<file path="config.mk">
export PLATFORM = sky130hd
export DESIGN_NAME = uart_tx_ctrl
export DESIGN_NICKNAME = d
export VERILOG_FILES = /design/src/rtl/uart_tx_ctrl.sv
export SDC_FILE = /design/constraint.sdc
export NUM_CORES = 1
export LEC_CHECK = 0
export CORE_MARGIN = 3
export CORE_UTILIZATION = 25
export CTS_BUF_LIST = sky130_fd_sc_hd__clkbuf_4 sky130_fd_sc_hd__clkbuf_8
export CTS_CLUSTER_DIAMETER = 60
export CTS_CLUSTER_SIZE = 12
export DETAILED_ROUTE_END_ITERATION = 16
export PLACE_DENSITY = 0.6
export RECOVER_POWER = 50
export SYNTH_ARGS = -nofsm -noshare
export SYNTH_HDL_FRONTEND = slang
export SYNTH_SLANG_ARGS = --single-unit
</file>
<file path="constraint.sdc">
create_clock -name CLK -period 1.9 [get_ports CLK]
set_input_delay 0.38 -clock CLK [delete_from_list [all_inputs] [get_ports CLK]]
set_output_delay 0.38 -clock CLK [all_outputs]
set_load 0.01 [all_outputs]
</file>
<file path="src/rtl/uart_tx_ctrl.sv">
// UART transmit frame controller: start, DATA_WIDTH data bits LSB-first, optional parity, stop.
// Parity bit and PARITY state are built only when UART_TX_PARITY_EN is defined.
module uart_tx_ctrl #(
   parameter int unsigned DATA_WIDTH = 8
) (
   input  logic                  CLK,
   input  logic                  RST,
   input  logic [DATA_WIDTH-1:0] P_Data,
   input  logic                  Data_Valid,
   input  logic                  PAR_EN,
   input  logic                  PAR_TYP,
   input  logic                  ser_OUT,
   output logic                  ser_EN,
   output logic                  TX_OUT,
   output logic                  Busy
);

   typedef enum logic [2:0] {
      IDLE   = 3'b000,
      START  = 3'b001,
      DATA   = 3'b011,
`ifdef UART_TX_PARITY_EN
      PARITY = 3'b010,
`endif
      STOP   = 3'b110
   } state_e;

   localparam logic [2:0] LAST_BIT = 3'(DATA_WIDTH - 1);

   state_e     state_q, state_d;
   logic [2:0] bit_cnt_q, bit_cnt_d;
   logic       busy_q, busy_d;
   logic       ser_en_q, ser_en_d;

`ifdef UART_TX_PARITY_EN
   logic       par_bit_q, par_bit_d;
   logic       par_en_q, par_en_d;
`else
   logic       unused_par_inputs;
   assign unused_par_inputs = ^{P_Data, PAR_EN, PAR_TYP};
`endif

   always_comb begin
      state_d   = state_q;
      bit_cnt_d = bit_cnt_q;
`ifdef UART_TX_PARITY_EN
      par_bit_d = par_bit_q;
      par_en_d  = par_en_q;
`endif
      case (state_q)
         IDLE: begin
            if (Data_Valid) begin
               state_d   = START;
`ifdef UART_TX_PARITY_EN
               par_bit_d = (^P_Data) ^ PAR_TYP;
               par_en_d  = PAR_EN;
`endif
            end
         end
         START: begin
            state_d   = DATA;
            bit_cnt_d = '0;
         end
         DATA: begin
            // counter parks on the last index so it never wraps inside a frame
            if (bit_cnt_q == LAST_BIT) begin
`ifdef UART_TX_PARITY_EN
               state_d = par_en_q ? PARITY : STOP;
`else
               state_d = STOP;
`endif
            end else begin
               bit_cnt_d = bit_cnt_q + 3'd1;
            end
         end
`ifdef UART_TX_PARITY_EN
         PARITY: state_d = STOP;
`endif
         STOP:    state_d = IDLE;
         default: state_d = IDLE;
      endcase

      // status flags are registered from the next-state decode
      busy_d   = (state_d != IDLE);
      ser_en_d = (state_d == START) || (state_d == DATA);
   end

   always_ff @(posedge CLK or negedge RST) begin
      if (!RST) begin
         state_q   <= IDLE;
         bit_cnt_q <= '0;
         busy_q    <= 1'b0;
         ser_en_q  <= 1'b0;
`ifdef UART_TX_PARITY_EN
         par_bit_q <= 1'b0;
         par_en_q  <= 1'b0;
`endif
      end else begin
         state_q   <= state_d;
         bit_cnt_q <= bit_cnt_d;
         busy_q    <= busy_d;
         ser_en_q  <= ser_en_d;
`ifdef UART_TX_PARITY_EN
         par_bit_q <= par_bit_d;
         par_en_q  <= par_en_d;
`endif
      end
   end

   always_comb begin
      TX_OUT = 1'b1;
      case (state_q)
         START:   TX_OUT = 1'b0;
         DATA:    TX_OUT = ser_OUT;
`ifdef UART_TX_PARITY_EN
         PARITY:  TX_OUT = par_bit_q;
`endif
         default: TX_OUT = 1'b1;
      endcase
   end

   assign Busy   = busy_q;
   assign ser_EN = ser_en_q;

endmodule

</file>
## Word-level counts from Yosys, hierarchy flattened

Cells that the tools add are included.

- Bits of input ports: 14
- Output and inout port bits: 3
- Bits in registers: 8

- Reduce and logical (&&, ||, !) cells: 5
- Eq/ne operators: 6
- Muxes and demuxes: 6
- Add/sub/neg operators: 1

Operators by type and width:

| cell | number |
|---|---|
| $mux W3 | 3 |
| $pmux W3 S3 | 1 |
| $eq A3 B1 Y1 const B | 2 |
| $eq A3 B2 Y1 const B | 2 |
| $pmux W3 S2 | 1 |
| $add A3 B1 Y3 const B | 1 |
| $eq A3 B3 Y1 const B | 1 |
| $logic_not A3 Y1 | 1 |
| $reduce_bool A3 Y1 | 1 |
| $ne A2 B2 Y1 const B | 1 |
| $pmux W1 S2 | 1 |
| $reduce_and A2 Y1 | 1 |
| $reduce_bool A2 Y1 | 1 |
| $logic_or A1 B1 Y1 | 1 |

## Logic depth before layout (Yosys ltp)

Gate-level depths: netlist of the first run.

- Depth in word-level cells: 5
- Gate-level depth with buffers: 5
- Mapped depth without buffers: 5

## Worst setup path before layout of the first run

OpenSTA, ideal clock, no wires.

- Kind: reg2reg
- Start point: register bit_cnt_q[0]
- End point: register bit_cnt_q[0]
- Data arrival time: 1.202 ns
- Buffers on the path: 0
- Stages on the path, launching flop included: 6
- Library setup time: 0.125 ns
- Slack: 0.573 ns
- Cell sequence: dfrtp_1 > ha_1 > ha_1 > nand2_1 > nand2_1 > mux2_4

- Cells in the longest elaborated chain, start to end: 3
- Elaborated cells on any way between the ends: 6

Ends and longest elaborated chain:

| what | RTL line | source |
|---|---|---|
| from (decl) | 31 | `logic [2:0] bit_cnt_q, bit_cnt_d;` |
| from (signal assigned) | 100 | `bit_cnt_q <= bit_cnt_d;` |
| $add A3 B1 Y3 / $eq A3 B3 Y1 (equally long branches) | 73, 66 |  |
| $mux W3 / $ne A2 B2 Y1 (equally long branches) | n/a |  |
| $pmux W3 S2 / $reduce_and A2 Y1 (equally long branches) | n/a |  |

Parallel ways exist; a longest one is shown, timed or not. The select of a mux whose other input is x is not followed.
A chain may end at the register's enable or synchronous reset.

## Worst setup path in the final report of the first run

- Start point: register state_q[2]
- End point: output TX_OUT

- Cells in the longest elaborated chain, start to end: 2
- Elaborated cells on any way between the ends: 3

Ends and longest elaborated chain:

| what | RTL line | source |
|---|---|---|
| from (decl) | 30 | `state_e state_q, state_d;` |
| from (signal assigned) | 99 | `state_q <= state_d;` |
| $eq A3 B2 Y1 / $eq A3 B1 Y1 (equally long branches) | 112 | `case (state_q)` |
| $pmux W1 S2 * | 112 |  |
| to (decl) | 14 | `output logic TX_OUT,` |

Mark *: on every way between the ends. The rest lies on a longest branch, timed or not.

==> reports/qor.yml, run 1 <==
status:
  status: "finished clean"
floorplanning:
  rows: 12
  fp.coreArea_um2: 1200
  die_y_um: 43.2
  design.die.area_um2: 1870
  ios: 17
  die_x_um: 43.2
  initial_core_util: 0.289
grt:
  antenna_found_initial: 0
  grt_use_total: 0.0798
  grt_pass1_vias: 246
  grt_max_degree: 9
  grt_pass1_wl_um: 1020
  grt-ovfl-total: 0
cts:
  cts_tree: "yes"
  numCtsBuffers: 3
  cts-resized-gates: 0
  cts-hold-fix-buffers: 0
  post-cts-setup-buffers: 0
  clock_latency_ns: 0.25
  cts_max_level: 1
  clock_tree.root_cell: "clkbuf_4"
  path_clk_slew_ns: 0.05
  clock-sinks: 8
  clockBufferDepth: 2
sta:
  tns_ns: 0
  rsz0062_at_grt: "no"
  hold_violations: 0
  drv_slew: 0
  skew_ns: 0.00372
  setup_ws_ns: 0.315
  tightestPinTransition_ns: 0.364
  relSlewSlack: 0.757
  fmax_mhz: 631
  setup-violations-final: 0
  fin_crit_ns: 1.58
  fin_crit_sh: 0.834
placed_design:
  place_ws_ns: 0.0427
  io_buffer_count: 6
  dpl.hpwl_um: 448
  gp_congestion: 0.781
cells_and_area:
  n_antenna_cell: 0
  final_nets: 55
  final_cell_mix: "dfrtp_1 (8), nor2_1 (5), nand2_1 (4), clkdlybuf4s50_1 (4), clkbuf_4 (3)"
  layout_commonest_cell: "dfrtp_1"
  nFillCells: 134
  syn2layout_area_growth_pct: 27.4
  drive_gt1_frac: 0.162
worst_setup_path:
  ff2ff_path_depth: 5
  critical_path_class: "register to primary output"
  cp_cell_sequence: "nand2b_1, clkinv_2, nand2_1, dlymetal6s2s_1"
  worstPathMaxFanout: 4
  r2r-end: "bit_cnt_q[0]"
  endpoint_kind: "primary output"
  cpMaxStageDelayCell: "dfrtp_1"
  r2r_start: "bit_cnt_q[0]"
  rrSetupSlack_ns: 0.48
  critPathMaxStageDelay_ns: 0.38
  cp.arrival_ns: 1.20
  startpoint_type: "register"
  crit_required_ns: 1.52
detailed_routing:
  via_count: 221
  ant_nets: 0
  wl_per_cell_um: 11.2
  first_pass_iters: 1
  wl_um: 573
  drt-initial-drc-count: 0
  route.detailed.drc: 0
  vias_per_cell: 4.33
synthesis:
  ys_warn_count: 0
  netlist_area_um2: 347
  ys_top_cells_by_area: "dfrtp_1 (58%), ha_1 (7.2%), nor2_1 (5.4%), nor3b_4 (5.4%), mux2_4 (4.3%)"
  syn-num-nets: 44
  synth_cell_type_count: 13
  synth_top_cell_by_area: "dfrtp_1"
  yosysSeqAreaShare: 0.578
  syn_area_per_cell_um2: 12.4
  syn_inst: 28
  synth_top_area_frac: 0.578
  ys_ff_latch: 8
pwr:
  p_sw_frac: 0.320
  p_leak_uw: 0.000220
  pwr-share-clk: 0.179
  powerDensity_nw_per_um2: 1640
  vdd_drop_max_v: 0.000531
  p_int_uw: 492
  p_seq_frac: 0.393
  switching_power_uw: 232
  p_comb_frac: 0.428
job:
  max-cap-violations: 0
hold_path:
  holdCritPathClass: "input pin to async pin"
-- worst max path at each step --
stage                         endpoint  slack, ns  cells past startpoint          from
after detailed placement        TX_OUT       0.04                      4       ser_OUT
after floorplan           bit_cnt_q[0]       0.57                      5  bit_cnt_q[0]
after global placement          TX_OUT       0.05                      4       ser_OUT
final                           TX_OUT       0.32                      4    state_q[2]
after CTS                       TX_OUT       0.03                      4    state_q[2]
after global routing            TX_OUT       0.20                      4    state_q[2]
-- worst max-delay path: cells and delay by family, from the launching register on --
family / cells / cell delay, ns
DFF: 1 / 0.38
and+or+nand+nor: 2 / 0.31
buffers and inverters: 2 / 0.26
-- cells in the mapped netlist --
cell type and number:
dfrtp_1 8, nor2_1 5, a21o_1 1, nand2b_4 1
a21oi_1 1, nor3b_4 1, ha_1 2, a21boi_1 1
nand2_1 4, clkinv_2 1, nor2b_1 1, mux2_4 1
a22o_1 1
-- sequential cells by signal, indices dropped and copies added (netlist names) --
signal	cells
bit_cnt_q	3
state_q	3
Busy	1
ser_EN	1
-- cell type report --
| type | instances | area (um^2) | area share |
|---|---|---|---|
| multi-input cells | 19 | 134 | 0.303 |
| well taps | 14 | 17.5 | 0.0397 |
| inverters | 1 | 5.00 | 0.0113 |
| repair buffers | 6 | 62.6 | 0.142 |
| clock buffers | 3 | 22.5 | 0.0510 |
| flip-flops and latches | 8 | 200 | 0.453 |
-- through the flow --
stage | area [um^2] | hold WS (ns) | util | power (uW) | instances
2_1_floorplan | 347 | 0.0844 | - | 507 | 28
3_3_place_gp | 424 | 0.460 | 0.353 | 597 | 48
3_5_place_dp | 424 | 0.473 | 0.353 | 622 | 48
4_1_cts | 447 | 0.404 | 0.372 | 755 | 51
5_1_grt | 442 | 0.481 | 0.368 | 800 | 51
6_report | 442 | 0.470 | 0.368 | 724 | 51
-- power groups by stage --
stage	Sequential, uW	Clock [uW]	Combinational (uW)
2_1_floorplan	294	0	213
3_3_place_gp	288	0	309
3_5_place_dp	294	0	328
4_1_cts	291	134	329
5_1_grt	295	146	359
6_report	285	130	310
-- logic make-up after synthesis --
family                   after synthesis  share of synthesized area
AND/OR/NAND/NOR                       12                      0.209
flip-flops                             8                      0.578
AO/OA/AOI/OAI                          4                     0.0830
adder cells (fa/ha/maj)                2                     0.0722
buffers and inverters                  1                     0.0144
multiplexers                           1                     0.0433
-- layer usage --
layer / routed length [um] / vias to the layer above / global-route usage / part of all wire
li1: - / 111 / - / -
met1: 248 / 104 / 0.0888 / 0.43
met2: 287 / 6 / 0.106 / 0.50
met3: 36 / 0 / 0.0169 / 0.063
met4: 0 / 0 / 0.108 / 0
met5: 0 / - / 0 / 0
No activity file was read; power rests on OpenSTA's default activity.
==> run 2: changes to the inputs <==
clock period = 1.6 ns   (was 1.9 ns; I/O delays follow)
==> run 2 against run 1 <==
  * Hold slack worse by 0.060 ns
  * Wire length is 0.87% higher
  * Clock skew hardly changed
  * Final cell count up 2.0%
  * Die area unchanged
  * Sequential power grew 21%
  * Largest cell class unchanged
  * Largest power group unchanged
==> reports/qor.yml, run 2 (synthesis gave the netlist of run 1 again) <==
status:
  status: "finished clean"
pwr:
  powerDensity_nw_per_um2: 1930
  p_leak_uw: 0.000219
  vdd_drop_max_v: 0.000641
cts:
  numCtsBuffers: 3
  path_clk_slew_ns: 0.05
  cts-hold-fix-buffers: 0
  cts_max_level: 1
  clock-sinks: 8
  clockBufferDepth: 2
  clock_tree.root_cell: "clkbuf_4"
  cts_tree: "yes"
  clock_latency_ns: 0.25
detailed_routing:
  drt-initial-drc-count: 2
  ant_nets: 0
  first_pass_iters: 2
  vias_per_cell: 4.25
  wl_um: 578
  route.detailed.drc: 0
  via_count: 221
  wl_per_cell_um: 11.1
sta:
  fin_crit_ns: 1.50
  tns_ns: 0
  fin_crit_sh: 0.940
  hold_violations: 0
  relSlewSlack: 0.757
  setup_ws_ns: 0.0958
  drv_slew: 0
  setup-violations-final: 0
  fmax_mhz: 665
  rsz0062_at_grt: "no"
  tightestPinTransition_ns: 0.363
  skew_ns: 0.00379
hold_path:
  holdCritPathClass: "input pin to async pin"
worst_setup_path:
  critical_path_class: "register to primary output"
  endpoint_kind: "primary output"
  cpMaxStageDelayCell: "dfrtp_1"
  r2r_start: "bit_cnt_q[0]"
  startpoint_type: "register"
  critPathMaxStageDelay_ns: 0.38
  cp.arrival_ns: 1.18
  worstPathMaxFanout: 4
  crit_required_ns: 1.28
  cp_cell_sequence: "nand2b_4, clkinv_2, nand2_1, dlygate4sd2_1"
  startpoint: "state_q[2]"
floorplanning:
  rows: 12
  fp.coreArea_um2: 1200
  design.die.area_um2: 1870
  die_y_um: 43.2
  die_x_um: 43.2
  initial_core_util: 0.289
  ios: 17
placed_design:
  gp_congestion: 0.781
  dpl.hpwl_um: 448
  io_buffer_count: 6
  dpl-instance-area_um2: 424
  place_ws_ns: -0.137
  dp.cells: 48
cells_and_area:
  final_cell_mix: "dfrtp_1 (8), nor2_1 (5), nand2_1 (4), clkdlybuf4s50_1 (4), clkbuf_4 (3)"
  reg_top3: "bit_cnt_q x3, state_q x3"
  seq_area_um2: 200
  n_antenna_cell: 0
  drive_gt1_frac: 0.211
  multi_input_area_um2: 141
  instances_no_fill: 52
  stdcell_area_um2: 453
  layout_commonest_cell: "dfrtp_1"
  syn2layout_area_growth_pct: 30.7
  final_nets: 56
  final_util: 0.377
  nFillCells: 133
grt:
  antenna_found_initial: 0
  grt_pass1_wl_um: 1040
  grt_max_degree: 9
  grt-ovfl-total: 0
  grt_use_total: 0.0807
  grt_pass1_vias: 247
job:
  max-cap-violations: 0
-- run 2: cell types whose count changed in the layout (fill, tap and decap cells not counted) --
| cell | before | now |
|---|---|---|
| dlymetal6s2s_1 | 1 | 0 |
| dlygate4sd2_1 | 0 | 1 |
| buf_4 | 0 | 1 |
| nand2b_1 | 1 | 0 |
| nand2b_4 | 0 | 1 |
-- run 2: repair_timing --
action / CTS / global route
setup buffers: 1 / 0
gates resized for setup: 1 / 0
endpoints found under the hold margin: 0 / 0
setup endpoints to repair: 1 / 0
-- run 2: critical path, delay by kind of cell, from the launching register on --
kind / cells / cell delay [ns]
flops: 1 / 0.38
buf+inv: 2 / 0.34
simple gates: 2 / 0.21
-- run 2: final cells by class --
| class | count | area share |
|---|---|---|
| Timing Repair Buffer | 7 | 0.146 |
| Multi-Input combinational cell | 19 | 0.312 |
| Clock buffer | 3 | 0.0497 |
| Inverter | 1 | 0.0110 |
| Sequential cell | 8 | 0.442 |
| Tap cell | 14 | 0.0387 |
-- run 2: path summary, 6_finish.rpt --
kind                       slack [ns]  depth (start not counted)           end
max                               0.1                          4        TX_OUT
min                              0.41                          1    state_q[0]
max reg2reg                      0.18                          5  bit_cnt_q[0]
min reg2reg                      0.51                          1  bit_cnt_q[1]
max in group asynchronous        0.92                          1    state_q[1]
min in group CLK                 0.51                          1  bit_cnt_q[1]
-- run 2: per-stage QoR --
stage | hold slack, ns | total power (uW)
finish | 0.409 | 874
global route | 0.421 | 961
CTS | 0.344 | 889
detailed placement | 0.473 | 738
global placement | 0.460 | 709
floorplan | 0.0244 | 602
-- run 2: power by group --
part	internal, uW	switching [uW]	total, uW	leakage, uW
sequential	288	56.0	344	0.0000920
clock	85.8	68.4	154	0.0000138
combinational	217	158	376	0.000114
total	591	283	874	0.000219
-- run 2: layer usage --
| metal | up-vias | GRT usage | routed length (um) | share of wire |
|---|---|---|---|---|
| met3 | 0 | 0.0169 | 34 | 0.059 |
| li1 | 112 | - | - | - |
| met5 | - | 0 | 0 | 0 |
| met1 | 103 | 0.0914 | 259 | 0.45 |
| met4 | 0 | 0.108 | 0 | 0 |
| met2 | 6 | 0.106 | 284 | 0.49 |
